[src/rtl/tele_rx_param.sv]
// tele_rx_param: framed serial telemetry receiver with sync-pattern lock.
// The line is synchronised, sampled by a realigning bit divider and shifted
// into a frame-wide window. In HUNT the window is checked after every
// sample; once a valid frame is seen the receiver locks to the frame
// boundary and only checks at each frame wrap. Lock is dropped after
// LOCK_MISS consecutive bad frames.
// Optional feature macro: TELE_RX_ERRCNT_EN adds the o_err_cnt bad-frame
// counter, which saturates at 16'hFFFF.
module tele_rx_param #(
  parameter int                D_META    = 5,
  parameter int                BIT_DIV   = 4,
  parameter int                SYNC_W    = 4,
  parameter logic [SYNC_W-1:0] SYNC_PAT  = 4'b1010,
  parameter int                ADDR_W    = 7,
  parameter int                DATA_W    = 4,
  parameter int                LOCK_MISS = 2
) (
  input  logic              clk,
  input  logic              rst,
  input  logic              i_rx,
  output logic              o_rx_flag,
  output logic [ADDR_W-1:0] o_rx_addr,
  output logic [DATA_W-1:0] o_rx_data,
  output logic              o_locked
`ifdef TELE_RX_ERRCNT_EN
  ,
  output logic [15:0]       o_err_cnt
`endif
);

  localparam int FRAME_W = SYNC_W + ADDR_W + DATA_W + 1;
  localparam int DIV_W   = (BIT_DIV > 1) ? $clog2(BIT_DIV) : 1;
  localparam int BCNT_W  = $clog2(FRAME_W);
  localparam int MISS_W  = $clog2(LOCK_MISS + 1);

  localparam logic [BCNT_W-1:0] BCNT_LAST = BCNT_W'(FRAME_W - 1);
  localparam logic [MISS_W-1:0] MISS_LAST = MISS_W'(LOCK_MISS - 1);

  typedef enum logic {
    S_HUNT   = 1'b0,
    S_LOCKED = 1'b1
  } state_t;

  logic [D_META-1:0]  r_sync;
  logic               r_rxs_d;
  logic [DIV_W-1:0]   r_div_cnt;
  logic [FRAME_W-1:0] r_shift;
  logic               r_eval;
  state_t             r_state;
  logic [BCNT_W-1:0]  r_bit_cnt;
  logic [MISS_W-1:0]  r_miss_cnt;
  logic               r_flag;
  logic [ADDR_W-1:0]  r_addr;
  logic [DATA_W-1:0]  r_data;
  logic               r_locked;

  logic               w_rxs;
  logic               w_edge;
  logic               w_strobe;
  logic               w_sync_ok;
  logic               w_par_ok;
  logic               w_valid;
  logic [ADDR_W-1:0]  w_addr;
  logic [DATA_W-1:0]  w_data;
  state_t             w_state_next;
  logic [BCNT_W-1:0]  w_bit_cnt_next;
  logic [MISS_W-1:0]  w_miss_cnt_next;
  logic               w_eval_next;
  logic               w_flag_next;
  logic               w_load;

  assign w_rxs  = r_sync[D_META-1];
  assign w_edge = w_rxs ^ r_rxs_d;

  // Input synchroniser chain plus the delayed copy used for edge detection.
  always_ff @(posedge clk) begin
    if (rst) begin
      r_sync  <= '0;
      r_rxs_d <= 1'b0;
    end else begin
      r_sync  <= {r_sync[D_META-2:0], i_rx};
      r_rxs_d <= w_rxs;
    end
  end

  generate
    if (BIT_DIV == 1) begin : g_div1
      // One clock per bit: sample every cycle, no realignment needed.
      always_ff @(posedge clk) begin
        r_div_cnt <= '0;
      end
      assign w_strobe = 1'b1;
    end else begin : g_divn
      // Bit divider; a line edge restarts the bit period.
      always_ff @(posedge clk) begin
        if (rst) begin
          r_div_cnt <= '0;
        end else if (w_edge) begin
          r_div_cnt <= '0;
        end else if (r_div_cnt == DIV_W'(BIT_DIV - 1)) begin
          r_div_cnt <= '0;
        end else begin
          r_div_cnt <= r_div_cnt + 1'b1;
        end
      end
      // An edge in the sampling cycle suppresses that sample.
      assign w_strobe = (r_div_cnt == DIV_W'(BIT_DIV / 2)) && !w_edge;
    end
  endgenerate

  // Frame window: one bit shifted in per sample strobe, MSB first.
  always_ff @(posedge clk) begin
    if (rst) begin
      r_shift <= '0;
    end else if (w_strobe) begin
      r_shift <= {r_shift[FRAME_W-2:0], w_rxs};
    end
  end

  assign w_sync_ok = (r_shift[FRAME_W-1 -: SYNC_W] == SYNC_PAT);
  assign w_par_ok  = ~(^r_shift);
  assign w_valid   = w_sync_ok && w_par_ok;
  assign w_addr    = r_shift[DATA_W+1 +: ADDR_W];
  assign w_data    = r_shift[1 +: DATA_W];

  // Lock FSM next-state logic: bit counting, evaluation and miss tracking.
  always_comb begin
    w_state_next    = r_state;
    w_bit_cnt_next  = r_bit_cnt;
    w_miss_cnt_next = r_miss_cnt;
    w_eval_next     = 1'b0;
    w_flag_next     = 1'b0;
    w_load          = 1'b0;
    case (r_state)
      S_HUNT: begin
        w_eval_next = w_strobe;
        if (r_eval && w_valid) begin
          w_flag_next     = 1'b1;
          w_load          = 1'b1;
          w_state_next    = S_LOCKED;
          w_miss_cnt_next = '0;
          // A sample landing in the lock cycle is already bit 0 of the next frame.
          w_bit_cnt_next  = w_strobe ? BCNT_W'(1) : '0;
          w_eval_next     = 1'b0;
        end
      end
      S_LOCKED: begin
        if (w_strobe) begin
          if (r_bit_cnt == BCNT_LAST) begin
            w_bit_cnt_next = '0;
            w_eval_next    = 1'b1;
          end else begin
            w_bit_cnt_next = r_bit_cnt + 1'b1;
          end
        end
        if (r_eval) begin
          if (w_valid) begin
            w_flag_next     = 1'b1;
            w_load          = 1'b1;
            w_miss_cnt_next = '0;
          end else if (r_miss_cnt == MISS_LAST) begin
            w_state_next    = S_HUNT;
            w_bit_cnt_next  = '0;
            w_miss_cnt_next = '0;
            w_eval_next     = w_strobe;
          end else begin
            w_miss_cnt_next = r_miss_cnt + 1'b1;
          end
        end
      end
      default: begin
        w_state_next = S_HUNT;
      end
    endcase
  end

  // Lock FSM state and registered outputs.
  always_ff @(posedge clk) begin
    if (rst) begin
      r_state    <= S_HUNT;
      r_bit_cnt  <= '0;
      r_miss_cnt <= '0;
      r_eval     <= 1'b0;
      r_flag     <= 1'b0;
      r_addr     <= '0;
      r_data     <= '0;
      r_locked   <= 1'b0;
    end else begin
      r_state    <= w_state_next;
      r_bit_cnt  <= w_bit_cnt_next;
      r_miss_cnt <= w_miss_cnt_next;
      r_eval     <= w_eval_next;
      r_flag     <= w_flag_next;
      r_locked   <= (w_state_next == S_LOCKED);
      if (w_load) begin
        r_addr <= w_addr;
        r_data <= w_data;
      end
    end
  end

  assign o_rx_flag = r_flag;
  assign o_rx_addr = r_addr;
  assign o_rx_data = r_data;
  assign o_locked  = r_locked;

`ifdef TELE_RX_ERRCNT_EN
  logic        w_bad_locked;
  logic [15:0] r_err_cnt;

  assign w_bad_locked = (r_state == S_LOCKED) && r_eval && !w_valid;

  // Saturating count of bad frames seen while locked.
  always_ff @(posedge clk) begin
    if (rst) begin
      r_err_cnt <= '0;
    end else if (w_bad_locked && (r_err_cnt != 16'hFFFF)) begin
      r_err_cnt <= r_err_cnt + 16'd1;
    end
  end

  assign o_err_cnt = r_err_cnt;
`endif

endmodule

[config.mk]
export PLATFORM = sky130hd
export DESIGN_NAME = tele_rx_param
export DESIGN_NICKNAME = d
export VERILOG_FILES = /design/src/rtl/tele_rx_param.sv
export SDC_FILE = /design/constraint.sdc
export NUM_CORES = 1
export LEC_CHECK = 0
export ABC_AREA = 1
export CORE_ASPECT_RATIO = 0.5
export CORE_UTILIZATION = 37
export CTS_BUF_LIST = sky130_fd_sc_hd__clkbuf_4
export CTS_CLUSTER_SIZE = 20
export DETAILED_ROUTE_END_ITERATION = 16
export GPL_TIMING_DRIVEN = 0
export PLACE_DENSITY_LB_ADDON = 0.08
export REMOVE_ABC_BUFFERS = 1
export SKIP_CTS_REPAIR_TIMING = 1
export SYNTH_ARGS = -nofsm -noshare
export SYNTH_HDL_FRONTEND = slang
export SYNTH_SLANG_ARGS = --single-unit
[constraint.sdc]
create_clock -name clk -period 1.9 [get_ports clk]
set_input_delay 0.475 -clock clk [delete_from_list [all_inputs] [get_ports clk]]
set_output_delay 0.475 -clock clk [all_outputs]
set_load 0.05 [all_outputs]
==> load_flow_metrics.sql <==
INSERT INTO impl_metrics (metric_group, metric, value, unit) VALUES
('setup_path', 'critical_path.top_delay_family', 'simple AND/OR/NAND/NOR gates', ''),
('route', 'vias_per_cell', '4.706', ''),
('yosys', 'mean_cell_area_of_the_mapped_netlist', '7.242', 'um^2'),
('sta', 'tightest_slew', '0.7063', 'ns'),
('clock_tree', 'cts.clk_slew.worst_paths', '0.14', 'ns'),
('sta', 'timing.hold.ws', '0.4165', 'ns'),
('pwr', 'net-switching-power', '691.5', 'uW'),
('setup_path', 'crit_path_capture_type', 'flip-flop', ''),
('setup_path', 'internal_reg_to_reg_setup_slack', '0.09', 'ns'),
('route', 'drt_first_iter_violations', '64', ''),
('yosys', 'synth_fa_ha_area_frac', '0.03108', ''),
('cells_and_area', 'layout.cells.most_common_list', '54 x sky130_fd_sc_hd__nand2_1, 43 x sky130_fd_sc_hd__dfxtp_1, 35 x sky130_fd_sc_hd__nor2_1', ''),
('setup_path', 'critical-path-max-stage-delay', '0.34', 'ns'),
('pwr', 'leakagePower', '1.207', 'nW'),
('pwr', 'power.share.clock', '0.278', ''),
('global_routing', 'number_of_global_route_vias_before_repair', '1528', ''),
('sta', 'finalCritPeriodShare', '0.9531', ''),
('yosys', 'synth-compound-area-share', '0.1355', ''),
('global_routing', 'grt_first_pass_wirelength', '6603', 'um'),
('setup_path', 'worst-path-buf-inv', '4', ''),
('yosys', 'synth_warnings', '0', ''),
('outcome', 'outcome', 'complete, no violations', ''),
('place', 'place_hpwl', '2520', 'um'),
('sta', 'timing.final.setup_violations', '0', ''),
('clock_tree', 'cts_inserted_buffers', '5', ''),
('yosys', 'netlist_area', '2013', 'um^2'),
('yosys', 'synth_top_family_by_area', 'simple AND/OR/NAND/NOR gates', ''),
('setup_path', 'worstSetupPathDepth', '10', ''),
('die', 'floorplan.die.height', '54.16', 'um'),
('global_routing', 'grt_start_max_net_pins', '32', ''),
('yosys', 'synth_area_leaders', 'sky130_fd_sc_hd__dfxtp_1 44%, sky130_fd_sc_hd__nand2_1 10%, sky130_fd_sc_hd__nor2_1 6.5%', ''),
('global_routing', 'antenna_found_initial', '0', ''),
('sta', 'achievable-frequency', '0.5522', 'GHz'),
('yosys', 'synthesis.instances', '278', ''),
('pwr', 'pint', '1.468', 'mW'),
('cells_and_area', 'area.growth.synth_to_final', '22.44', '%'),
('setup_path', 'cell_type_with_the_highest_occurrence_count_on_the_critical_path', 'sky130_fd_sc_hd__inv_1', ''),
('pwr', 'netSwitchingFraction', '0.3201', ''),
('place', 'placement.io_buffers', '15', ''),
('yosys', 'synth.largest_area_cell', 'sky130_fd_sc_hd__dfxtp_1', ''),
('cells_and_area', 'final_core_util', '0.4864', ''),
('global_routing', 'grt.overflow.total', '0', ''),
('cells_and_area', 'layout_commonest_cell', 'sky130_fd_sc_hd__nand2_1', ''),
('pwr', 'power', '2.160', 'mW'),
('sta', 'clock_skew', '0.01201', 'ns'),
('setup_path', 'arrival', '2.11', 'ns'),
('pwr', 'pwr-share-comb', '0.248', ''),
('setup_path', 'series_of_cell_instances_along_the_critical_path', 'inv_1 -> or2_1 -> nand2_1 -> inv_1 -> nand2_8 -> clkinvlp_4 -> buf_4 -> o21ai_0 -> nand3_1 -> a21oi_2', ''),
('yosys', 'synth_enable_flop_cells', '0', ''),
('die', 'io_pins', '16', ''),
('hold_path', 'whs_path_depth', '2', ''),
('die', 'initial_utilization', '0.3973', ''),
('setup_path', 'cp_data_required_time', '2.20', 'ns'),
('sta', 'max-slew-margin-rel', '0.5284', ''),
('route', 'drc_errors', '0', ''),
('yosys', 'synth_cell_type_count', '28', ''),
('route', 'detail_route.first_pass.iterations', '4', ''),
('pwr', 'vdd_drop_max', '0.4684', 'mV'),
('run', 'cap_violations', '0', ''),
('clock_tree', 'clock-root-buffer', 'sky130_fd_sc_hd__clkbuf_4', ''),
('yosys', 'seq_area_frac_synth', '0.4375', ''),
('clock_tree', 'cts_max_path_buffers', '2', ''),
('sta', 'timing.final.hold_violations', '0', ''),
('cells_and_area', 'final_layout_size_suffix_gt1_frac', '0.1894', ''),
('cells_and_area', 'finalNetCount', '308', ''),
('setup_path', 'depth_of_the_worst_register_to_register_path', '10', ''),
('route', 'drt-wirelength-per-cell', '10.99', 'um'),
('place', 'placement.setup.worst_slack', '-0.5022', 'ns'),
('clock_tree', 'htree_num_levels', '2', ''),
('route', 'detail-route-antenna-nets', '0', ''),
('route', 'wl', '4077', 'um');
==> final cells by class <==
type | count | area (um^2)
Multi-Input combinational cell | 189 | 1005
Clock buffer | 5 | 37.54
Tap cell | 70 | 87.58
Sequential cell | 44 | 882.1
Fill cell | 526 | 2603
Clock inverter | 3 | 42.54
Timing Repair Buffer | 25 | 260.3
Inverter | 34 | 142.6
Timing Repair inverter | 1 | 7.507
==> power groups by stage <==
stage	clock network (mW)	logic, mW	registers, mW
after floorplan	0	0.373	1.03
after global placement	0	0.433	1.04
after detailed placement	0	0.444	1.04
after CTS	0.622	0.448	1.02
after global routing	0.656	0.603	1.03
final	0.600	0.536	1.02
==> logic make-up after synthesis <==
logic type,Yosys count
and+or+nand+nor,129
buffers and inverters,45
AOI/OAI and AO/OA,54
xor gates and xnor gates,1
DFF,44
adders and majority gates,5
==> routing by layer <==
layer | GRT usage | wire (um) | share of wire | vias up
li1 | - | - | - | 925
met1 | 0.1863 | 2165 | 0.53 | 792
met2 | 0.2554 | 1725 | 0.42 | 25
met3 | 0.04237 | 141 | 0.035 | 4
met4 | 0.04630 | 44 | 0.011 | 0
met5 | 0 | 0 | 0 | -
==> worst reg2reg max path, stage by stage (launching register included) <==
cell                         delay [ns]
sky130_fd_sc_hd__dfxtp_1           0.34
sky130_fd_sc_hd__inv_1             0.06
sky130_fd_sc_hd__or2_1             0.20
sky130_fd_sc_hd__nand2_1           0.05
sky130_fd_sc_hd__inv_1             0.09
sky130_fd_sc_hd__nand2_8           0.18
sky130_fd_sc_hd__clkinvlp_4        0.20
sky130_fd_sc_hd__buf_4             0.18
sky130_fd_sc_hd__o21ai_0           0.16
sky130_fd_sc_hd__nand3_1           0.12
sky130_fd_sc_hd__a21oi_2           0.16
==> Yosys cell counts (5+ instances only) <==
cell type                  number
sky130_fd_sc_hd__nor2_1        35
sky130_fd_sc_hd__ha_1           5
sky130_fd_sc_hd__inv_2          9
sky130_fd_sc_hd__clkbuf_1       5
sky130_fd_sc_hd__o21ai_1        9
sky130_fd_sc_hd__o21ai_0       21
sky130_fd_sc_hd__a21oi_1       23
sky130_fd_sc_hd__dfxtp_1       44
sky130_fd_sc_hd__nand2_2       11
sky130_fd_sc_hd__nand3_1       14
sky130_fd_sc_hd__nand2_1       56
sky130_fd_sc_hd__inv_1         24
==> through the flow <==
step	setup TNS [ns]	cell area, um^2
after global placement	-12.44	2187
after CTS	-7.966	2267
final	0	2465
after detailed placement	-12.71	2187
after floorplan	0	1949
after global routing	-0.01649	2465
==> path summary, 6_finish.rpt <==
path	end	startpoint
setup / recovery	r_bit_cnt[0]	r_sync[4]
hold / removal	r_sync[3]	r_sync[2]
setup reg to reg	r_bit_cnt[0]	r_sync[4]
hold reg to reg	r_sync[3]	r_sync[2]
==> sequential cells by signal, indices dropped and copies added (netlist names) <==
signal	count
o_rx_addr	7
r_shift	16
o_rx_flag	1
r_rxs_d	1
o_rx_data	4
r_eval	1
r_div_cnt	2
o_locked	1
r_miss_cnt	2
r_sync	5
r_bit_cnt	4
No activity file was read; power rests on OpenSTA's default activity.
==> RTL edit, RTL diff (same flow settings) <==
Set the parameter `DATA_W` to 16 (it was 4).
--- a/src/rtl/tele_rx_param.sv
+++ b/src/rtl/tele_rx_param.sv
@@ -14,3 +14,3 @@
   parameter int                ADDR_W    = 7,
-  parameter int                DATA_W    = 4,
+  parameter int                DATA_W    = 16,
   parameter int                LOCK_MISS = 2
Interface: changed (resized o_rx_data); port bits go from 16 to 28. The function was not compared with the original's and may differ.
==> RTL edit against the unedited design <==
Setup slack lost 0.18 ns; final area grew 65%; routed wire length increased by 72%; first-iteration DRC count increased by 100%; sequential power grew 60%; global-route usage down 0.35 points; largest power group unchanged; the flow now finishes with violations (negative setup slack); synthesized area grew 56%; sequential share of layout area shrank 1.6 points; total power up 72%; non-clock buffer count grew 15; via count is 56% higher; largest cell class unchanged; sequential cell count up 25.
==> RTL edit: results (changes against the unedited design) <==
cells_and_area:
  multi_input_comb_area_um2: 1530  # +53%
  nClkBuffers: 11  # +6
  instances_no_fill: 596  # +61%
  area_share_clock_buf_inv: 0.0447  # +0.0122
  seq_area_um2: 1390  # +57%
  fin_area_um2: 4060  # +65%
  final_net_count: 485  # +57%
  inverters: 69  # +97%
  fillCellCount: 803  # +53%
  largest_register_ff_count: 28  # +12
  signal_buffer_area_fraction: 0.134  # +0.0289
  antenna_cells_inserted: 2  # +2
  final_layout_size_suffix_gt1_frac: 0.156  # -0.0338
setup_path:
  crit_start: "r_shift[24]"
  cp.arrival_ns: 2.35  # +0.24 ns
  worst_path_max_delay_cell: "sky130_fd_sc_hd__dfxtp_2"
  cp_max_fo: 5  # -83%
yosys:
  complex_gate_fraction_of_the_synthesized_area: 0.176  # +0.0405
  post_synth_fa_ha_maj_area_fraction: 0.0199  # -0.0112
  synth.distinct_cells: 25  # -11%
  synth_common_cells: "sky130_fd_sc_hd__nand2_1 (108), sky130_fd_sc_hd__dfxtp_1 (69), sky130_fd_sc_hd__inv_1 (63)"
  synth_sequential_area_ratio: 0.439  # +0.00195
  post_synth.cell_area_avg_um2: 7.06  # -2.5%
  ys_top_cells_by_area: "sky130_fd_sc_hd__dfxtp_1 (44%), sky130_fd_sc_hd__nand2_1 (13%), sky130_fd_sc_hd__a21oi_1 (8.4%), sky130_fd_sc_hd__inv_1 (7.5%), sky130_fd_sc_hd__o21ai_0 (7.0%)"
  yosys.area_share.xor_xnor: 0.0307  # +0.0263
route:
  vias_per_cell: 4.57  # -2.9%
  routed_wire_length_per_instance_um: 11.8  # +7.1%
  initialDrtViolationCount: 131  # +100%
grt:
  grt_antenna_before_repair: 2  # +2
  grt_first_pass_wirelength_um: 9990  # +51%
  first_global_vias: 2216  # +45%
place:
  post-dp-hpwl_um: 3770  # +50%
  place.gp.congestion: 0.734  # +2.2%
  placement.io_buffers: 27  # +12
pwr:
  static-leakage-power_nw: 2.12  # +75%
  irDropWorstVdd_mv: 0.323  # -31%
outcome:
  result_of_the_run: "finished, violations left"
  failed_checks: "negative setup slack"
cts:
  worstSkewPairLatency_ns: 0.42  # +0.07 ns
  cts_max_level: 3  # +1
  clkTransAtPathRegs_ns: 0.12  # -0.02 ns
timing:
  tightestPinTransition_ns: 0.685  # -0.0210 ns
  finalWorstSetupSlack_ns: -0.0899  # -0.179 ns
  timing.final.setup_violations: 30  # +30
[RTL edit: cell types whose count changed in the layout (fill, tap and decap cells not counted), sizes merged, moves of 3 or more]
cell,before,now
clkinvlp,4,0
a21oi,23,53
o21ai,30,55
dfxtp,44,69
nand2,69,112
dlymetal6s2s,13,24
nor2,36,26
xnor2,1,6
inv,32,69
xor2,0,5
nand4,3,6
clkbuf,6,16
[RTL edit: kinds of logic (layout without fill, tap and decap cells)]
group / count (synthesis) / after routing
adder cells (fa/ha/maj): 5 / 5
other: 0 / 2
AO/OA/AOI/OAI: 109 / 109
buffers and inverters: 89 / 125
AND/OR/NAND/NOR: 162 / 163
XOR/XNOR: 11 / 11
flip-flops: 69 / 69
[RTL edit: metrics by stage]
step                total power [mW]  setup WS (ns)
finish                          3.72        -0.0899
detailed placement              2.33          -1.05
global placement                2.31          -2.54
CTS                             3.56         -0.699
global route                    3.96         -0.258
floorplan                       2.18          -1.11
[RTL edit: power by group]
group          leakage [nW]  total (mW)  switching [mW]  internal, mW
sequential            0.562        1.63          0.0975          1.53
clock                0.0985        1.22           0.527         0.691
combinational          1.46       0.869           0.543         0.326
[RTL edit: worst max-delay path: cells and delay by family (launching register included)]
kind | cells | cell delay, ns
flip-flops | 1 | 0.35
AND/OR/NAND/NOR | 8 | 0.69
buffers and inverters | 3 | 0.34
adder cells (fa/ha/maj) | 1 | 0.23
AO/OA/AOI/OAI | 1 | 0.12
XOR/XNOR | 1 | 0.18
[RTL edit: path summary, 6_finish.rpt]
kind | endpoint | depth (start not counted)
hold reg to reg | r_sync[1] | 2
setup reg to reg | r_bit_cnt[0] | 14
setup / recovery | r_bit_cnt[0] | 14
hold / removal | r_sync[1] | 2
